File: src/rtl/stg_xt_useq_pkg.sv
// Translate stage shared definitions: opcodes, SR indices,
// sequence lengths, FSM states and micro-op pack helpers.
package stg_xt_useq_pkg;

  typedef enum logic {
    ST_IDLE,
    ST_BUSY
  } xt_state_e;

  localparam int SEQ_LEN_JSR = 4;
  localparam int SEQ_LEN_RET = 3;

  localparam logic [1:0] SR_IDX_PC  = 2'd0;
  localparam logic [1:0] SR_IDX_LR  = 2'd1;
  localparam logic [1:0] SR_IDX_SSP = 2'd2;

  localparam logic [3:0] CC0 = 4'h0;

  localparam logic [7:0] OPC_SRMOVAur = 8'h70;
  localparam logic [7:0] OPC_SRMOVur  = 8'h71;
  localparam logic [7:0] OPC_SRSUBsi  = 8'h72;
  localparam logic [7:0] OPC_SRADDsi  = 8'h73;
  localparam logic [7:0] OPC_SRSTso   = 8'h74;
  localparam logic [7:0] OPC_SRLDso   = 8'h75;
  localparam logic [7:0] OPC_SRJCCso  = 8'h76;
  localparam logic [7:0] OPC_JCCui    = 8'h80;
  localparam logic [7:0] OPC_BCCsr    = 8'h81;
  localparam logic [7:0] OPC_BCCso    = 8'h82;
  localparam logic [7:0] OPC_BALso    = 8'h83;
  localparam logic [7:0] OPC_JSRui    = 8'h60;
  localparam logic [7:0] OPC_BSRsr    = 8'h61;
  localparam logic [7:0] OPC_BSRso    = 8'h62;
  localparam logic [7:0] OPC_RET      = 8'h63;
  localparam logic [7:0] OPC_BTP      = 8'h64;
  localparam logic [7:0] OPC_SETSSP   = 8'h65;

  function automatic logic [23:0] pack_sr_imm14(
    logic [7:0] opc, logic [1:0] sr, logic [13:0] imm);
    return {opc, sr, imm};
  endfunction

  function automatic logic [23:0] pack_sr_sr_imm12(
    logic [7:0] opc, logic [1:0] sa, logic [1:0] sb,
    logic [11:0] imm);
    return {opc, sa, sb, imm};
  endfunction

  function automatic logic [23:0] pack_sr_sr(
    logic [7:0] opc, logic [1:0] sa, logic [1:0] sb);
    return {opc, sa, sb, 12'h000};
  endfunction

  function automatic logic [23:0] pack_sr_cc_imm10(
    logic [7:0] opc, logic [1:0] sr, logic [3:0] cc,
    logic [9:0] imm);
    return {opc, sr, cc, imm};
  endfunction

  function automatic logic [23:0] pack_jccui(
    logic [7:0] opc, logic [3:0] cc, logic [11:0] imm);
    return {opc, cc, imm};
  endfunction

  function automatic logic [23:0] pack_bccsr(
    logic [7:0] opc, logic [3:0] rs, logic [3:0] cc);
    return {opc, rs, cc, 8'h00};
  endfunction

  function automatic logic [23:0] pack_balso(
    logic [7:0] opc, logic [15:0] off);
    return {opc, off};
  endfunction

  function automatic logic [23:0] pack_nop();
    return 24'h000000;
  endfunction

endpackage

File: src/rtl/stg_xt_useq_if.sv
// Fetch-to-translate and translate-to-decode bundle.
// master drives iw_*, slave (the translate stage) drives ow_*.
interface stg_xt_useq_if #(
  parameter int P_DATA_W  = 24,
  parameter int P_ADDR_W  = 24,
  parameter int P_MAX_SEQ = 4
);
  localparam int IW = $clog2(P_MAX_SEQ);

  logic [P_ADDR_W-1:0] iw_pc;
  logic [P_DATA_W-1:0] iw_instr;
  logic                iw_valid;
  logic                iw_flush;
  logic                iw_stall;
  logic [P_ADDR_W-1:0] ow_pc;
  logic [P_DATA_W-1:0] ow_instr;
  logic                ow_valid;
  logic                ow_first;
  logic                ow_last;
  logic [IW-1:0]       ow_idx;
  logic                ow_illegal;
  logic                ow_hold;

  modport master (
    output iw_pc, iw_instr, iw_valid,
    output iw_flush, iw_stall,
    input  ow_pc, ow_instr, ow_valid,
    input  ow_first, ow_last, ow_idx,
    input  ow_illegal, ow_hold
  );

  modport slave (
    input  iw_pc, iw_instr, iw_valid,
    input  iw_flush, iw_stall,
    output ow_pc, ow_instr, ow_valid,
    output ow_first, ow_last, ow_idx,
    output ow_illegal, ow_hold
  );
endinterface

File: src/rtl/xt_uop_rom.sv
// Macro-op expansion table: instruction to micro-op list.
// Single ops land in list[0]; unknown ops become NOP + illegal.
module xt_uop_rom
  import stg_xt_useq_pkg::*;
#(
  parameter int P_DATA_W   = 24,
  parameter int P_MAX_SEQ  = 4,
  parameter int P_SSP_STEP = 2,
  localparam int CW = $clog2(P_MAX_SEQ + 1)
) (
  input  logic [P_DATA_W-1:0]                instr,
  output logic                               is_seq,
  output logic [CW-1:0]                      len,
  output logic                               illegal,
  output logic [P_MAX_SEQ-1:0][P_DATA_W-1:0] list
);
  localparam logic [13:0] S14  = 14'(P_SSP_STEP);
  localparam logic [11:0] NS12 = 12'(-P_SSP_STEP);

  logic [7:0]  opc;
  logic [3:0]  cls;
  logic [3:0]  sub;
  logic        pass;
  logic [23:0] pro0;
  logic [23:0] pro1;
  logic [23:0] pro2;

  assign opc  = instr[23:16];
  assign cls  = opc[7:4];
  assign sub  = opc[3:0];
  assign pass = (cls <= 4'h5) | (cls == 4'h7)
              | (cls == 4'hF)
              | ((cls == 4'h8) & (sub <= 4'h3));

  assign pro0 = pack_sr_imm14(OPC_SRSUBsi,
                  SR_IDX_SSP, S14);
  assign pro1 = pack_sr_sr_imm12(OPC_SRSTso,
                  SR_IDX_SSP, SR_IDX_LR, 12'h000);
  assign pro2 = pack_sr_sr(OPC_SRMOVur,
                  SR_IDX_LR, SR_IDX_PC);

  // Decode opclass/subop into a micro-op list
  always_comb begin
    is_seq  = 1'b0;
    len     = '0;
    illegal = 1'b0;
    list    = '0;
    list[0] = instr;
    unique case (1'b1)
      pass: ;
      (opc == OPC_JSRui): begin
        is_seq  = 1'b1;
        len     = CW'(SEQ_LEN_JSR);
        list[0] = P_DATA_W'(pro0);
        list[1] = P_DATA_W'(pro1);
        list[2] = P_DATA_W'(pro2);
        list[3] = P_DATA_W'(pack_jccui(
                    OPC_JCCui, CC0, instr[11:0]));
      end
      (opc == OPC_BSRsr): begin
        is_seq  = 1'b1;
        len     = CW'(SEQ_LEN_JSR);
        list[0] = P_DATA_W'(pro0);
        list[1] = P_DATA_W'(pro1);
        list[2] = P_DATA_W'(pro2);
        list[3] = P_DATA_W'(pack_bccsr(
                    OPC_BCCsr, instr[15:12], CC0));
      end
      (opc == OPC_BSRso): begin
        is_seq  = 1'b1;
        len     = CW'(SEQ_LEN_JSR);
        list[0] = P_DATA_W'(pro0);
        list[1] = P_DATA_W'(pro1);
        list[2] = P_DATA_W'(pro2);
        list[3] = P_DATA_W'(pack_balso(
                    OPC_BALso, instr[15:0]));
      end
      (opc == OPC_RET): begin
        is_seq  = 1'b1;
        len     = CW'(SEQ_LEN_RET);
        list[0] = P_DATA_W'(pack_sr_imm14(
                    OPC_SRADDsi, SR_IDX_SSP, S14));
        list[1] = P_DATA_W'(pack_sr_sr_imm12(
                    OPC_SRLDso, SR_IDX_LR,
                    SR_IDX_SSP, NS12));
        list[2] = P_DATA_W'(pack_sr_cc_imm10(
                    OPC_SRJCCso, SR_IDX_LR,
                    CC0, 10'd1));
      end
      (opc == OPC_BTP): begin
        list[0] = P_DATA_W'(pack_nop());
      end
      (opc == OPC_SETSSP): begin
        list[0] = P_DATA_W'({OPC_SRMOVAur,
                    SR_IDX_SSP, instr[15:14], 12'h000});
      end
      default: begin
        illegal = 1'b1;
        list[0] = P_DATA_W'(pack_nop());
      end
    endcase
  end
endmodule

File: src/rtl/stg_xt_useq.sv
// Translate stage: expands macro ops into micro-op sequences,
// holding fetch until the last micro-op is issued.
module stg_xt_useq
  import stg_xt_useq_pkg::*;
#(
  parameter int P_DATA_W   = 24,
  parameter int P_ADDR_W   = 24,
  parameter int P_MAX_SEQ  = 4,
  parameter int P_SSP_STEP = 2
) (
  input  logic         iw_clk,
  input  logic         iw_rst,
  stg_xt_useq_if.slave bus
);
  localparam int CW = $clog2(P_MAX_SEQ + 1);
  localparam int IW = $clog2(P_MAX_SEQ);

  typedef logic [P_MAX_SEQ-1:0][P_DATA_W-1:0] list_t;

  xt_state_e           state_q, state_d;
  logic [CW-1:0]       idx_q, idx_d;
  logic [CW-1:0]       cnt_q, cnt_d;
  list_t               buf_q, buf_d;
  logic [P_ADDR_W-1:0] pc_hold_q, pc_hold_d;
  logic [P_ADDR_W-1:0] out_pc_q, out_pc_d;
  logic [P_DATA_W-1:0] out_instr_q, out_instr_d;
  logic                out_valid_q, out_valid_d;
  logic                out_first_q, out_first_d;
  logic                out_last_q, out_last_d;
  logic [IW-1:0]       out_idx_q, out_idx_d;
  logic                out_ill_q, out_ill_d;

  logic                rom_is_seq;
  logic [CW-1:0]       rom_len;
  logic                rom_ill;
  list_t               rom_list;
  logic                seq_start;
  logic                more;

  xt_uop_rom #(
    .P_DATA_W  (P_DATA_W),
    .P_MAX_SEQ (P_MAX_SEQ),
    .P_SSP_STEP(P_SSP_STEP)
  ) u_rom (
    .instr  (bus.iw_instr),
    .is_seq (rom_is_seq),
    .len    (rom_len),
    .illegal(rom_ill),
    .list   (rom_list)
  );

  assign seq_start = (state_q == ST_IDLE)
                   & bus.iw_valid & rom_is_seq;
  assign more      = (state_q == ST_BUSY)
                   & ((idx_q + CW'(1)) < cnt_q);
  assign bus.ow_hold = ~bus.iw_flush
                     & (seq_start | more);

  assign bus.ow_pc      = out_pc_q;
  assign bus.ow_instr   = out_instr_q;
  assign bus.ow_valid   = out_valid_q;
  assign bus.ow_first   = out_first_q;
  assign bus.ow_last    = out_last_q;
  assign bus.ow_idx     = out_idx_q;
  assign bus.ow_illegal = out_ill_q;

  // Next state, buffer load and registered micro-op output
  always_comb begin
    state_d     = state_q;
    idx_d       = idx_q;
    cnt_d       = cnt_q;
    buf_d       = buf_q;
    pc_hold_d   = pc_hold_q;
    out_pc_d    = out_pc_q;
    out_instr_d = out_instr_q;
    out_valid_d = out_valid_q;
    out_first_d = out_first_q;
    out_last_d  = out_last_q;
    out_idx_d   = out_idx_q;
    out_ill_d   = out_ill_q;
    if (bus.iw_flush) begin
      state_d     = ST_IDLE;
      idx_d       = '0;
      cnt_d       = '0;
      out_pc_d    = '0;
      out_instr_d = '0;
      out_valid_d = 1'b0;
      out_first_d = 1'b0;
      out_last_d  = 1'b0;
      out_idx_d   = '0;
      out_ill_d   = 1'b0;
    end else if (!bus.iw_stall) begin
      out_pc_d    = '0;
      out_instr_d = '0;
      out_valid_d = 1'b0;
      out_first_d = 1'b0;
      out_last_d  = 1'b0;
      out_idx_d   = '0;
      out_ill_d   = 1'b0;
      unique case (state_q)
        ST_IDLE: begin
          if (bus.iw_valid) begin
            out_pc_d    = bus.iw_pc;
            out_instr_d = rom_list[0];
            out_valid_d = 1'b1;
            out_first_d = 1'b1;
            out_last_d  = ~rom_is_seq;
            out_ill_d   = rom_ill;
            if (rom_is_seq) begin
              buf_d     = rom_list;
              cnt_d     = rom_len;
              idx_d     = CW'(1);
              pc_hold_d = bus.iw_pc;
              state_d   = ST_BUSY;
            end
          end
        end
        ST_BUSY: begin
          out_pc_d    = pc_hold_q;
          out_instr_d = buf_q[idx_q[IW-1:0]];
          out_valid_d = 1'b1;
          out_idx_d   = idx_q[IW-1:0];
          if (idx_q == cnt_q - CW'(1)) begin
            out_last_d = 1'b1;
            idx_d      = '0;
            cnt_d      = '0;
            state_d    = ST_IDLE;
          end else begin
            idx_d = idx_q + CW'(1);
          end
        end
      endcase
    end
  end

  // State and output registers, cleared asynchronously
  always_ff @(posedge iw_clk or posedge iw_rst) begin
    if (iw_rst) begin
      state_q     <= ST_IDLE;
      idx_q       <= '0;
      cnt_q       <= '0;
      buf_q       <= '0;
      pc_hold_q   <= '0;
      out_pc_q    <= '0;
      out_instr_q <= '0;
      out_valid_q <= 1'b0;
      out_first_q <= 1'b0;
      out_last_q  <= 1'b0;
      out_idx_q   <= '0;
      out_ill_q   <= 1'b0;
    end else begin
      state_q     <= state_d;
      idx_q       <= idx_d;
      cnt_q       <= cnt_d;
      buf_q       <= buf_d;
      pc_hold_q   <= pc_hold_d;
      out_pc_q    <= out_pc_d;
      out_instr_q <= out_instr_d;
      out_valid_q <= out_valid_d;
      out_first_q <= out_first_d;
      out_last_q  <= out_last_d;
      out_idx_q   <= out_idx_d;
      out_ill_q   <= out_ill_d;
    end
  end
endmodule
File: src/flat_wrapper.sv
// flat-port wrapper written by rule: the top's interface ports become plain ports
module stg_xt_useq_flat import stg_xt_useq_pkg::*;
#(
  parameter int P_DATA_W   = 24,
  parameter int P_ADDR_W   = 24,
  parameter int P_MAX_SEQ  = 4,
  parameter int P_SSP_STEP = 2
)
  (iw_clk, iw_rst, bus_iw_pc, bus_iw_instr, bus_iw_valid, bus_iw_flush, bus_iw_stall, bus_ow_pc, bus_ow_instr, bus_ow_valid, bus_ow_first, bus_ow_last, bus_ow_idx, bus_ow_illegal, bus_ow_hold);
  stg_xt_useq_if #(.P_DATA_W(P_DATA_W), .P_ADDR_W(P_ADDR_W), .P_MAX_SEQ(P_MAX_SEQ)) bus_i ();
  input  logic iw_clk;
  input  logic iw_rst;
  input wire logic [$bits(bus_i.iw_pc)-1:0] bus_iw_pc;
  input wire logic [$bits(bus_i.iw_instr)-1:0] bus_iw_instr;
  input wire logic [$bits(bus_i.iw_valid)-1:0] bus_iw_valid;
  input wire logic [$bits(bus_i.iw_flush)-1:0] bus_iw_flush;
  input wire logic [$bits(bus_i.iw_stall)-1:0] bus_iw_stall;
  output wire logic [$bits(bus_i.ow_pc)-1:0] bus_ow_pc;
  output wire logic [$bits(bus_i.ow_instr)-1:0] bus_ow_instr;
  output wire logic [$bits(bus_i.ow_valid)-1:0] bus_ow_valid;
  output wire logic [$bits(bus_i.ow_first)-1:0] bus_ow_first;
  output wire logic [$bits(bus_i.ow_last)-1:0] bus_ow_last;
  output wire logic [$bits(bus_i.ow_idx)-1:0] bus_ow_idx;
  output wire logic [$bits(bus_i.ow_illegal)-1:0] bus_ow_illegal;
  output wire logic [$bits(bus_i.ow_hold)-1:0] bus_ow_hold;
  assign bus_i.iw_pc = bus_iw_pc;
  assign bus_i.iw_instr = bus_iw_instr;
  assign bus_i.iw_valid = bus_iw_valid;
  assign bus_i.iw_flush = bus_iw_flush;
  assign bus_i.iw_stall = bus_iw_stall;
  assign bus_ow_pc = bus_i.ow_pc;
  assign bus_ow_instr = bus_i.ow_instr;
  assign bus_ow_valid = bus_i.ow_valid;
  assign bus_ow_first = bus_i.ow_first;
  assign bus_ow_last = bus_i.ow_last;
  assign bus_ow_idx = bus_i.ow_idx;
  assign bus_ow_illegal = bus_i.ow_illegal;
  assign bus_ow_hold = bus_i.ow_hold;
  stg_xt_useq #(.P_DATA_W(P_DATA_W), .P_ADDR_W(P_ADDR_W), .P_MAX_SEQ(P_MAX_SEQ), .P_SSP_STEP(P_SSP_STEP)) u_core (.iw_clk(iw_clk), .iw_rst(iw_rst), .bus(bus_i));
endmodule
File: config.mk
export PLATFORM = sky130hd
export DESIGN_NAME = stg_xt_useq_flat
export DESIGN_NICKNAME = d
export VERILOG_FILES = /design/src/rtl/stg_xt_useq_pkg.sv /design/src/rtl/stg_xt_useq_if.sv /design/src/rtl/xt_uop_rom.sv /design/src/rtl/stg_xt_useq.sv /design/src/flat_wrapper.sv
export SDC_FILE = /design/constraint.sdc
export NUM_CORES = 1
export LEC_CHECK = 0
export CAP_MARGIN = 25
export CELL_PAD_IN_SITES_DETAIL_PLACEMENT = 1
export CELL_PAD_IN_SITES_GLOBAL_PLACEMENT = 1
export CORE_UTILIZATION = 43
export CTS_CLUSTER_SIZE = 25
export DETAILED_ROUTE_END_ITERATION = 8
export PLACE_DENSITY_LB_ADDON = 0.05
export SYNTH_ARGS = -nofsm -noshare
export SYNTH_HDL_FRONTEND = slang
export SYNTH_SLANG_ARGS = --single-unit
File: constraint.sdc
create_clock -name iw_clk -period 8 [get_ports iw_clk]
set_clock_uncertainty 0.2 [all_clocks]
set_input_delay 0.8 -clock iw_clk [delete_from_list [all_inputs] [get_ports iw_clk]]
set_output_delay 0.8 -clock iw_clk [all_outputs]
set_load 0.005 [all_outputs]
==> results.ini <==
[status]
status = finished clean

[synth]
synth_nets = 666
syn_area_per_cell_um2 = 9.76
async_reset_ff_share_pct = 100
syn_area_mm2 = 0.00594
ys_seq_area_share_pct = 54.7
synth_top_area_share_pct = 54.7
yosys_warnings = 0
synth_flop_cell = dfrtp_1
synth_top_cell_by_area = dfrtp_1
synth_seq_cells = 130
synth_edf_count = 0
synth_cell_types = 53
synth_area_leaders = dfrtp_1 55%, nand2_1 9.3%, a21oi_1 3.3%
synth_cells = 609

[clocking]
post_cts_resize_count = 0
clk_pin_slew_ps = 50
hold_buffers = 0
postCtsSetupBuffers = 0
cts_tree = built
clock_latency_ps = 420
cts.sinks = 130
cts-htree-levels = 4
numCtsBuffers = 17
clockRootBuffer = clkbuf_16
clockBufferDepth = 2

[placement]
io_buffers = 107
place_area_mm2 = 0.00712
hpwl_um = 10800
post-place-ws_ps = 3930
routabilityCongestion = 0.778

[min_path]
holdPathStages = 1
hp-start = u_core.buf_q[20]
min_to = u_core.buf_q[20]
hold_path.class = reg -> reg

[global_route]
grt_remaining_overflow = 0
grt_max_degree = 78
grt_pass1_vias = 5455
grtUsageTotal_pct = 26.1
grt_antenna_before_repair = 0
grt_pass1_wl_um = 28700

[floorplanning]
die_w_um = 120
start_util_pct = 44.5
die_y_um = 120
io_pins = 108
coreArea_mm2 = 0.0133
die-area_mm2 = 0.0143
rows = 42

[critical_path]
crit_top_cell = clkdlybuf4s50_1
crit_required_ps = 7000
crit_slowest_cell = clkdlybuf4s50_1
crit_type = in -> out
crit_arrival_ps = 3130
start_kind = primary input
reg2reg_from = u_core.state_q
r2r_slack_ps = 5060
path_cells = clkdlybuf4s50_1 -> or3b_2 -> nor3_1 -> a31oi_1 -> nor2_1 -> clkdlybuf4s50_1
cp-startpoint = bus_iw_instr[23]
crit_fanout = 13
crit_path_end_kind = output pin
ff2ff_path_depth = 4
worst_r2r_endpoint = u_core.buf_q[7]
critPathMaxStageDelay_ps = 650

[routing]
post_drt_wl_per_cell_um = 19.6
drtAntennaViolNets = 0
drt_wl_total_um = 17400
drt-pass1-iter-count = 5
avgViaCountPerCell = 5.60
vias = 4969
drt_iter0_drc = 367
drc_errors = 0

[sta]
min_period_over_period_pct = 51.6
fmax_mhz = 242
hold_viol_final = 0
setup_slack_ps = 3870
setup_viol = 0
min_period_ps = 4130
slew_headroom_pct = 29.4
slew_viol_final = 0
rsz0062_at_grt = no
tns_ps = 0
worst_pin_slew_ps = 1060

[finish]
fin_nets = 755
area_growth_pct = 31.0
post-route-util_pct = 58.3
antenna_cells = 0
final_area_mm2 = 0.00779
drive_above_1_share_pct = 7.59

[power_and_ir_drop]
power_mw = 1.66
powerDensity_mw_per_mm2 = 213
p_leak_nw = 3.67
vdd_drop_max_mv = 0.155

[job]
drv_cap = 0

## metrics by stage
step           std cells  hold slack, ps
2_1_floorplan        609             232
3_3_place_gp         854             248
3_5_place_dp         854             253
4_1_cts              886             268
5_1_grt              887             283
6_report             887             269
## final cells by class
class / count / area, µm²
fillers: 1477 / 5560
flip-flops and latches: 130 / 3250
multi-input cells: 401 / 2380
repair buffers: 119 / 1180
clock buffers: 23 / 488
well taps: 176 / 220
clock inverters: 9 / 151
inverters: 29 / 111
## per-layer routing
| layer | track usage (%) | vias to the layer above | wire, µm |
|---|---|---|---|
| met5 | 0 | - | 0 |
| met4 | 8.20 | 0 | 247 |
| met3 | 6.08 | 21 | 780 |
| met2 | 44.1 | 105 | 8790 |
| met1 | 33.0 | 2557 | 7570 |
| li1 | - | 2286 | - |
## layout by cell type, fill, tap and decap left out, types with 16 or more instances in the layout
cell / synthesis / layout
nor2_1: 19 / 19
nand3_1: 16 / 16
nand3b_1: 20 / 20
clkdlybuf4s50_1: 0 / 107
a21oi_1: 39 / 39
a222oi_1: 17 / 17
dfrtp_1: 130 / 130
and2_1: 18 / 18
nand2_1: 148 / 148
inv_1: 29 / 28
clkbuf_16: 0 / 17
## registers in the layout, summed over array words and instances (netlist names)
signal and cells:
u_core.buf_q 46, u_core.bus.ow_instr 24, u_core.bus.ow_pc 24, u_core.pc_hold_q 24, u_core.idx_q 3, u_core.bus.ow_idx 2
u_core.cnt_q 2, u_core.bus.ow_first 1, u_core.bus.ow_illegal 1, u_core.bus.ow_last 1, u_core.bus.ow_valid 1, u_core.state_q 1
## worst max path at each step
stage,to,cells after the start
6_report,bus_ow_hold,6
5_1_grt,bus_ow_hold,6
4_1_cts,bus_ow_hold,6
3_5_place_dp,bus_ow_hold,6
3_3_place_gp,u_core.buf_q[9],6
2_1_floorplan,u_core.buf_q[0],1
## cell families (layout without fill, tap and decap cells)
logic type | Yosys count | count (layout) | share of synthesized area, %
DFF | 130 | 130 | 54.7
buffers and inverters | 78 | 180 | 5.43
xor gates and xnor gates | 3 | 3 | 0.695
and+or+nand+nor | 256 | 256 | 20.6
AOI/OAI and AO/OA | 128 | 128 | 15.5
adders and majority gates | 4 | 4 | 0.842
muxes | 10 | 10 | 2.17
## synthesized netlist by cell type, drive strengths merged (2+ instances only)
cell type and count:
a211oi 2, a21oi 39, a221o 13, a221oi 5
a222oi 17, a22o 5, a22oi 3, a31oi 3
and2 18, and3 3, buf 13, clkbuf 36
dfrtp 130, ha 4, inv 29, mux2 3
mux2i 5, mux4 2, nand2 148, nand2b 11
nand3 16, nand3b 20, nor2 19, nor2b 5
nor3 4, nor3b 2, o21a 4, o21ai 14
o21bai 7, o221ai 4, o22ai 3, o31ai 3
xor2 2
## power breakdown
| part | switching, mW | internal (mW) |
|---|---|---|
| clock | 0.284 | 0.554 |
| sequential | 0.0137 | 0.680 |
| combinational | 0.0670 | 0.0637 |
## critical path: cells and delay by family
kind,cells,cell delay [ps]
buf+inv,2,1160
compound gates,1,80
simple gates,3,1090
Note: power is estimated with default switching activity, not from simulation.
